[src/rtl/uart_rx_frame_fsm.sv]
// ---------------------------------------------------------------------------
// uart_rx_frame_fsm
//
// UART receive front end. The serial line is brought into the clock domain
// through a two-flop synchroniser. Each bit is sampled three times around
// its centre and resolved by majority vote. A frame is walked as start bit,
// WIDTH data bits LSB-first, an optional parity bit and a stop bit. The data
// word and the received parity bit go to an external combinational parity
// checker. Its error result is folded into single-cycle status pulses for
// the register block.
//
// Ports
//   clk        : system clock
//   rst        : synchronous active-high reset
//   rx_in      : asynchronous serial line, idle high
//   prescale   : clocks per bit (even, >= 8), stable while busy is low
//   par_en     : frame carries a parity bit
//   par_type   : parity sense; consumed by the external checker only
//   par_err    : parity checker result (combinational)
//   rx_data    : assembled data word
//   par_bit    : received parity bit
//   par_chk_en : parity check enable, high in STOP when parity is enabled
//   data_valid : one-cycle pulse, good frame received
//   par_error  : one-cycle pulse, parity mismatch
//   stop_error : one-cycle pulse, stop bit sampled low
//   busy       : high whenever a frame is in progress
// ---------------------------------------------------------------------------
module uart_rx_frame_fsm #(
   parameter int WIDTH   = 8,
   parameter int PRESC_W = 6
) (
   input  logic               clk,
   input  logic               rst,
   input  logic               rx_in,
   input  logic [PRESC_W-1:0] prescale,
   input  logic               par_en,
   input  logic               par_type,
   input  logic               par_err,
   output logic [WIDTH-1:0]   rx_data,
   output logic               par_bit,
   output logic               par_chk_en,
   output logic               data_valid,
   output logic               par_error,
   output logic               stop_error,
   output logic               busy
);

   localparam int                 BIT_W    = (WIDTH > 1) ? $clog2(WIDTH) : 1;
   localparam logic [BIT_W-1:0]   LAST_BIT = BIT_W'(WIDTH - 1);
   localparam logic [PRESC_W-1:0] ONE_P    = PRESC_W'(1);

   typedef enum logic [2:0] {
      IDLE,
      START,
      DATA,
      PARITY,
      STOP
   } state_t;

   state_t             state_q;
   logic               syncMeta_q;
   logic               rxSync_q;
   logic               s0_q;
   logic               s1_q;
   logic [PRESC_W-1:0] edgeCnt_q;
   logic [PRESC_W-1:0] edgeCnt_d;
   logic [BIT_W-1:0]   bitCnt_q;
   logic [WIDTH-1:0]   rxData_q;
   logic               parBit_q;
   logic               dataValid_q;
   logic               parError_q;
   logic               stopError_q;

   logic [PRESC_W-1:0] halfPresc;
   logic               atSample0;
   logic               atSample1;
   logic               atVote;
   logic               atLastEdge;
   logic               vote;
   logic               leaveToIdle;
   logic               unusedParType;

   // par_type is wired straight to the parity checker; this block only
   // consumes the checker's verdict.
   assign unusedParType = par_type;

   // Three samples at edges M-1, M and M+1 of each bit, with M half the bit
   // period; the third sample is the live synchronised line at vote time.
   assign halfPresc   = prescale >> 1;
   assign atSample0   = (edgeCnt_q == halfPresc - ONE_P);
   assign atSample1   = (edgeCnt_q == halfPresc);
   assign atVote      = (edgeCnt_q == halfPresc + ONE_P);
   assign atLastEdge  = (edgeCnt_q == prescale - ONE_P);
   assign vote        = (s0_q & s1_q) | (s0_q & rxSync_q) | (s1_q & rxSync_q);
   assign leaveToIdle = atVote & (((state_q == START) & vote) | (state_q == STOP));

   // Edge counter next value. The cycle in which IDLE first sees the line
   // low already counts as edge 0 of the start bit, so the count resumes
   // at 1. Leaving for IDLE early (glitch, or the stop-bit vote) rewinds it.
   always_comb begin
      edgeCnt_d = edgeCnt_q + ONE_P;
      if (state_q == IDLE) begin
         edgeCnt_d = rxSync_q ? '0 : ONE_P;
      end else if (atLastEdge || leaveToIdle) begin
         edgeCnt_d = '0;
      end
   end

   // Frame state machine with synchroniser, sample capture and registered
   // status. The stop bit is only walked as far as its vote so that a
   // following start bit is caught on its first low cycle.
   always_ff @(posedge clk) begin
      if (rst) begin
         state_q     <= IDLE;
         syncMeta_q  <= 1'b1;
         rxSync_q    <= 1'b1;
         s0_q        <= 1'b0;
         s1_q        <= 1'b0;
         edgeCnt_q   <= '0;
         bitCnt_q    <= '0;
         rxData_q    <= '0;
         parBit_q    <= 1'b0;
         dataValid_q <= 1'b0;
         parError_q  <= 1'b0;
         stopError_q <= 1'b0;
      end else begin
         syncMeta_q  <= rx_in;
         rxSync_q    <= syncMeta_q;
         edgeCnt_q   <= edgeCnt_d;
         dataValid_q <= 1'b0;
         parError_q  <= 1'b0;
         stopError_q <= 1'b0;
         if (atSample0) begin
            s0_q <= rxSync_q;
         end
         if (atSample1) begin
            s1_q <= rxSync_q;
         end
         case (state_q)
            IDLE: begin
               if (!rxSync_q) begin
                  state_q <= START;
               end
            end
            START: begin
               if (atVote && vote) begin
                  state_q <= IDLE;
               end else if (atLastEdge) begin
                  state_q  <= DATA;
                  bitCnt_q <= '0;
               end
            end
            DATA: begin
               if (atVote) begin
                  rxData_q[bitCnt_q] <= vote;
               end
               if (atLastEdge) begin
                  if (bitCnt_q == LAST_BIT) begin
                     state_q <= par_en ? PARITY : STOP;
                  end else begin
                     bitCnt_q <= bitCnt_q + 1'b1;
                  end
               end
            end
            PARITY: begin
               if (atVote) begin
                  parBit_q <= vote;
               end
               if (atLastEdge) begin
                  state_q <= STOP;
               end
            end
            STOP: begin
               if (atVote) begin
                  stopError_q <= ~vote;
                  parError_q  <= par_en & par_err;
                  dataValid_q <= vote & ~(par_en & par_err);
                  state_q     <= IDLE;
               end
            end
            default: begin
               state_q <= IDLE;
            end
         endcase
      end
   end

   assign rx_data    = rxData_q;
   assign par_bit    = parBit_q;
   assign data_valid = dataValid_q;
   assign par_error  = parError_q;
   assign stop_error = stopError_q;
   assign busy       = (state_q != IDLE);
   assign par_chk_en = par_en & (state_q == STOP);

endmodule

[config.mk]
export PLATFORM = sky130hd
export DESIGN_NAME = uart_rx_frame_fsm
export DESIGN_NICKNAME = d
export VERILOG_FILES = /design/src/rtl/uart_rx_frame_fsm.sv
export SDC_FILE = /design/constraint.sdc
export NUM_CORES = 1
export LEC_CHECK = 0
export ABC_AREA = 1
export CAP_MARGIN = 25
export CELL_PAD_IN_SITES_DETAIL_PLACEMENT = 0
export CELL_PAD_IN_SITES_GLOBAL_PLACEMENT = 1
export CORE_ASPECT_RATIO = 0.5
export CORE_MARGIN = 2
export CORE_UTILIZATION = 41
export CTS_CLUSTER_DIAMETER = 30
export CTS_CLUSTER_SIZE = 40
export DETAILED_ROUTE_END_ITERATION = 8
export PLACE_DENSITY_LB_ADDON = 0.1
export SLEW_MARGIN = 10
export SYNTH_ARGS = -nofsm -noshare
export SYNTH_HDL_FRONTEND = slang
export SYNTH_SLANG_ARGS = --single-unit
[constraint.sdc]
create_clock -name clk -period 2.9 [get_ports clk]
set_clock_uncertainty 0.2 [all_clocks]
set_input_delay 0.29 -clock clk [delete_from_list [all_inputs] [get_ports clk]]
set_output_delay 0.29 -clock clk [all_outputs]
set_load 0.02 [all_outputs]
==> results.toml <==
[status]
outcome = "complete, no violations"

[detailed_routing]
wl_per_cell_um = 10.9
via_per_inst = 4.65
ant_nets = 0
dr.pass1.iters = 4
first_iter_violations = 40
vias = 1660
drc = 0
wirelength_um = 3910

[final_layout]
synthToLayoutAreaGrowth_pct = 17.8
layout_commonest_cell = "nand2_1"
regArea_sq_um = 561
layout-drive-gt1-share = 0.100
multi_input_area_sq_um = 1040
finalNetCount = 321
nFillCells = 460
antenna_cells = 0
layout_common_cells = "50 x nand2_1, 39 x nor2_1, 38 x inv_1"

[synth]
synth_fa_ha_area_frac = 0.0480
synth_top_area_share = 0.307
synth.top_cells.by_area = "dfxtp_1 31%, nand2_1 10%, nor2_1 8.0%"
syn_avg_cell_area_sq_um = 6.66
yosys.area.top_type = "dfxtp_1"
synth_xor_xnor_area_share = 0.0576
synthArstFlopShare = 0
ys_warn_count = 0
synthesis.area_sq_um = 1830
yosys.area_share.simple = 0.339
ys_ff_latch = 28
synth_compound_area_frac = 0.126
ys_seq_area_frac = 0.307
synthesis.nets = 293
synth.distinct_cells = 29
synth_ff_type = "dfxtp_1"
synth_edf_count = 0
netlist_instances = 274
synth_top_family_by_area = "simple AND/OR/NAND/NOR gates"
synthMuxAreaShare = 0

[clock_tree]
cts-root-buf = "clkbuf_8"
cts_max_level = 1
cts_setup_buffers = 0
cts_buffers = 3
path_clk_slew_ps = 90
clockBufferDepth = 2
tritoncts = "yes"
clock_latency_ps = 270
holdBufCountCts = 0
cts_resized = 0
clkSinkCount = 28

[floorplanning]
initial_core_util = 0.421
core-area_sq_um = 4340
num_io_pins = 26
die_area_sq_um = 5030
die_height_um = 51.2
die_x_um = 98.4
rows = 17

[placed_design]
dp_hpwl_um = 3130
io_buffers = 24
gp_congestion = 0.817

[job]
drv_cap = 0

[power_and_ir_drop]
ir_drop_mv = 0.400
p_leak_nw = 0.928
p_per_area_nw_per_um2 = 548
power_mw = 1.18

[sta]
rsz0062_at_grt = "false"
final_hold_viol_count = 0
slew-limit-headroom = 0.722
slew_violations = 0
min_period_ps = 2470
setup-tns-final_ps = 0
finalCritPeriodShare = 0.851
setup_viol = 0
worst_pin_slew_ps = 413
fmax_ghz = 0.405

[grt]
grt_max_degree = 15
antenna_found_initial = 0
grt_pass1_vias = 1515
grt_pass1_wl_um = 6700
grtUsageTotal = 0.167
grt_overflow = 0

[critical_path]
end_kind = "flop"
cp.required_ps = 2870
start_kind = "input pin"
crit_fanout = 6
worstSetupPathType = "input pin to flop"
reg2reg_depth = 13
crit_arrival_ps = 2440

[min_path]
min_path_type = "flop to flop"
hold_path_depth = 1
-- worst max-delay path, stage by stage --
cell             delay [ps]
clkdlybuf4s50_1         510
inv_1                   120
ha_1                    310
inv_1                    40
nand2_1                  40
nand2_1                  60
nor2_1                  100
nand2_1                  70
nor2_2                  160
nand2_2                 120
nand2_2                  90
nand3_1                  80
o21ai_2                 240
nand2_1                 100
nand2_1                  70
nor2_1                   40
-- per-stage QoR --
stage	area, sq um	worst slack, ps	std cells	util	hold WS, ps
6_report	2150	431	357	0.495	223
5_1_grt	2150	111	357	0.495	242
4_1_cts	2150	457	357	0.495	225
3_5_place_dp	2110	176	354	0.486	202
3_3_place_gp	2110	185	354	0.486	195
2_1_floorplan	1830	992	274	-	189
-- final cells by class --
type | instances | share of cell area
well taps | 57 | 0.0332
multi-input cells | 196 | 0.484
repair buffers | 27 | 0.122
inverters | 46 | 0.0803
clock buffers | 3 | 0.0192
flip-flops and latches | 28 | 0.261
-- worst paths after layout --
path / startpoint / to / slack, ps
setup / recovery: prescale[1] / state_q[1] / 430
setup reg to reg: edgeCnt_q[4] / state_q[1] / 780
hold reg to reg: syncMeta_q / rxSync_q / 220
hold / removal: syncMeta_q / rxSync_q / 220
-- cells by family after synthesis --
| logic type | after synthesis |
|---|---|
| DFF | 28 |
| adders and majority gates | 7 |
| xor gates and xnor gates | 12 |
| buffers and inverters | 50 |
| and+or+nand+nor | 137 |
| AOI/OAI and AO/OA | 40 |
-- where the power goes --
part	switching, mW	internal, mW
Combinational	0.314	0.186
Sequential	0.0552	0.419
Clock	0.110	0.0932
Total	0.479	0.699
-- cells in the mapped netlist (5+ instances only) --
cell type,instances
xor2_1,7
nor3_1,7
o21a_1,7
nor2_1,39
nand2_2,7
nand3_1,21
xnor2_1,5
dfxtp_1,28
inv_2,8
nand2_1,50
ha_1,7
o21ai_0,10
inv_1,38
a21oi_1,19
-- per-layer routing --
layer  global-route usage  part of all wire
met1                0.221              0.50
met2                0.285              0.45
met3               0.0369             0.043
met4               0.0342            0.0074
met5                    0                 0
-- flip-flops by register name (all words and copies together) (netlist names) --
register,flops
s1_q,1
data_valid,1
par_bit,1
rxSync_q,1
state_q,3
rx_data,8
stop_error,1
syncMeta_q,1
par_error,1
edgeCnt_q,6
s0_q,1
bitCnt_q,3
No activity file was read; power rests on OpenSTA's default activity.
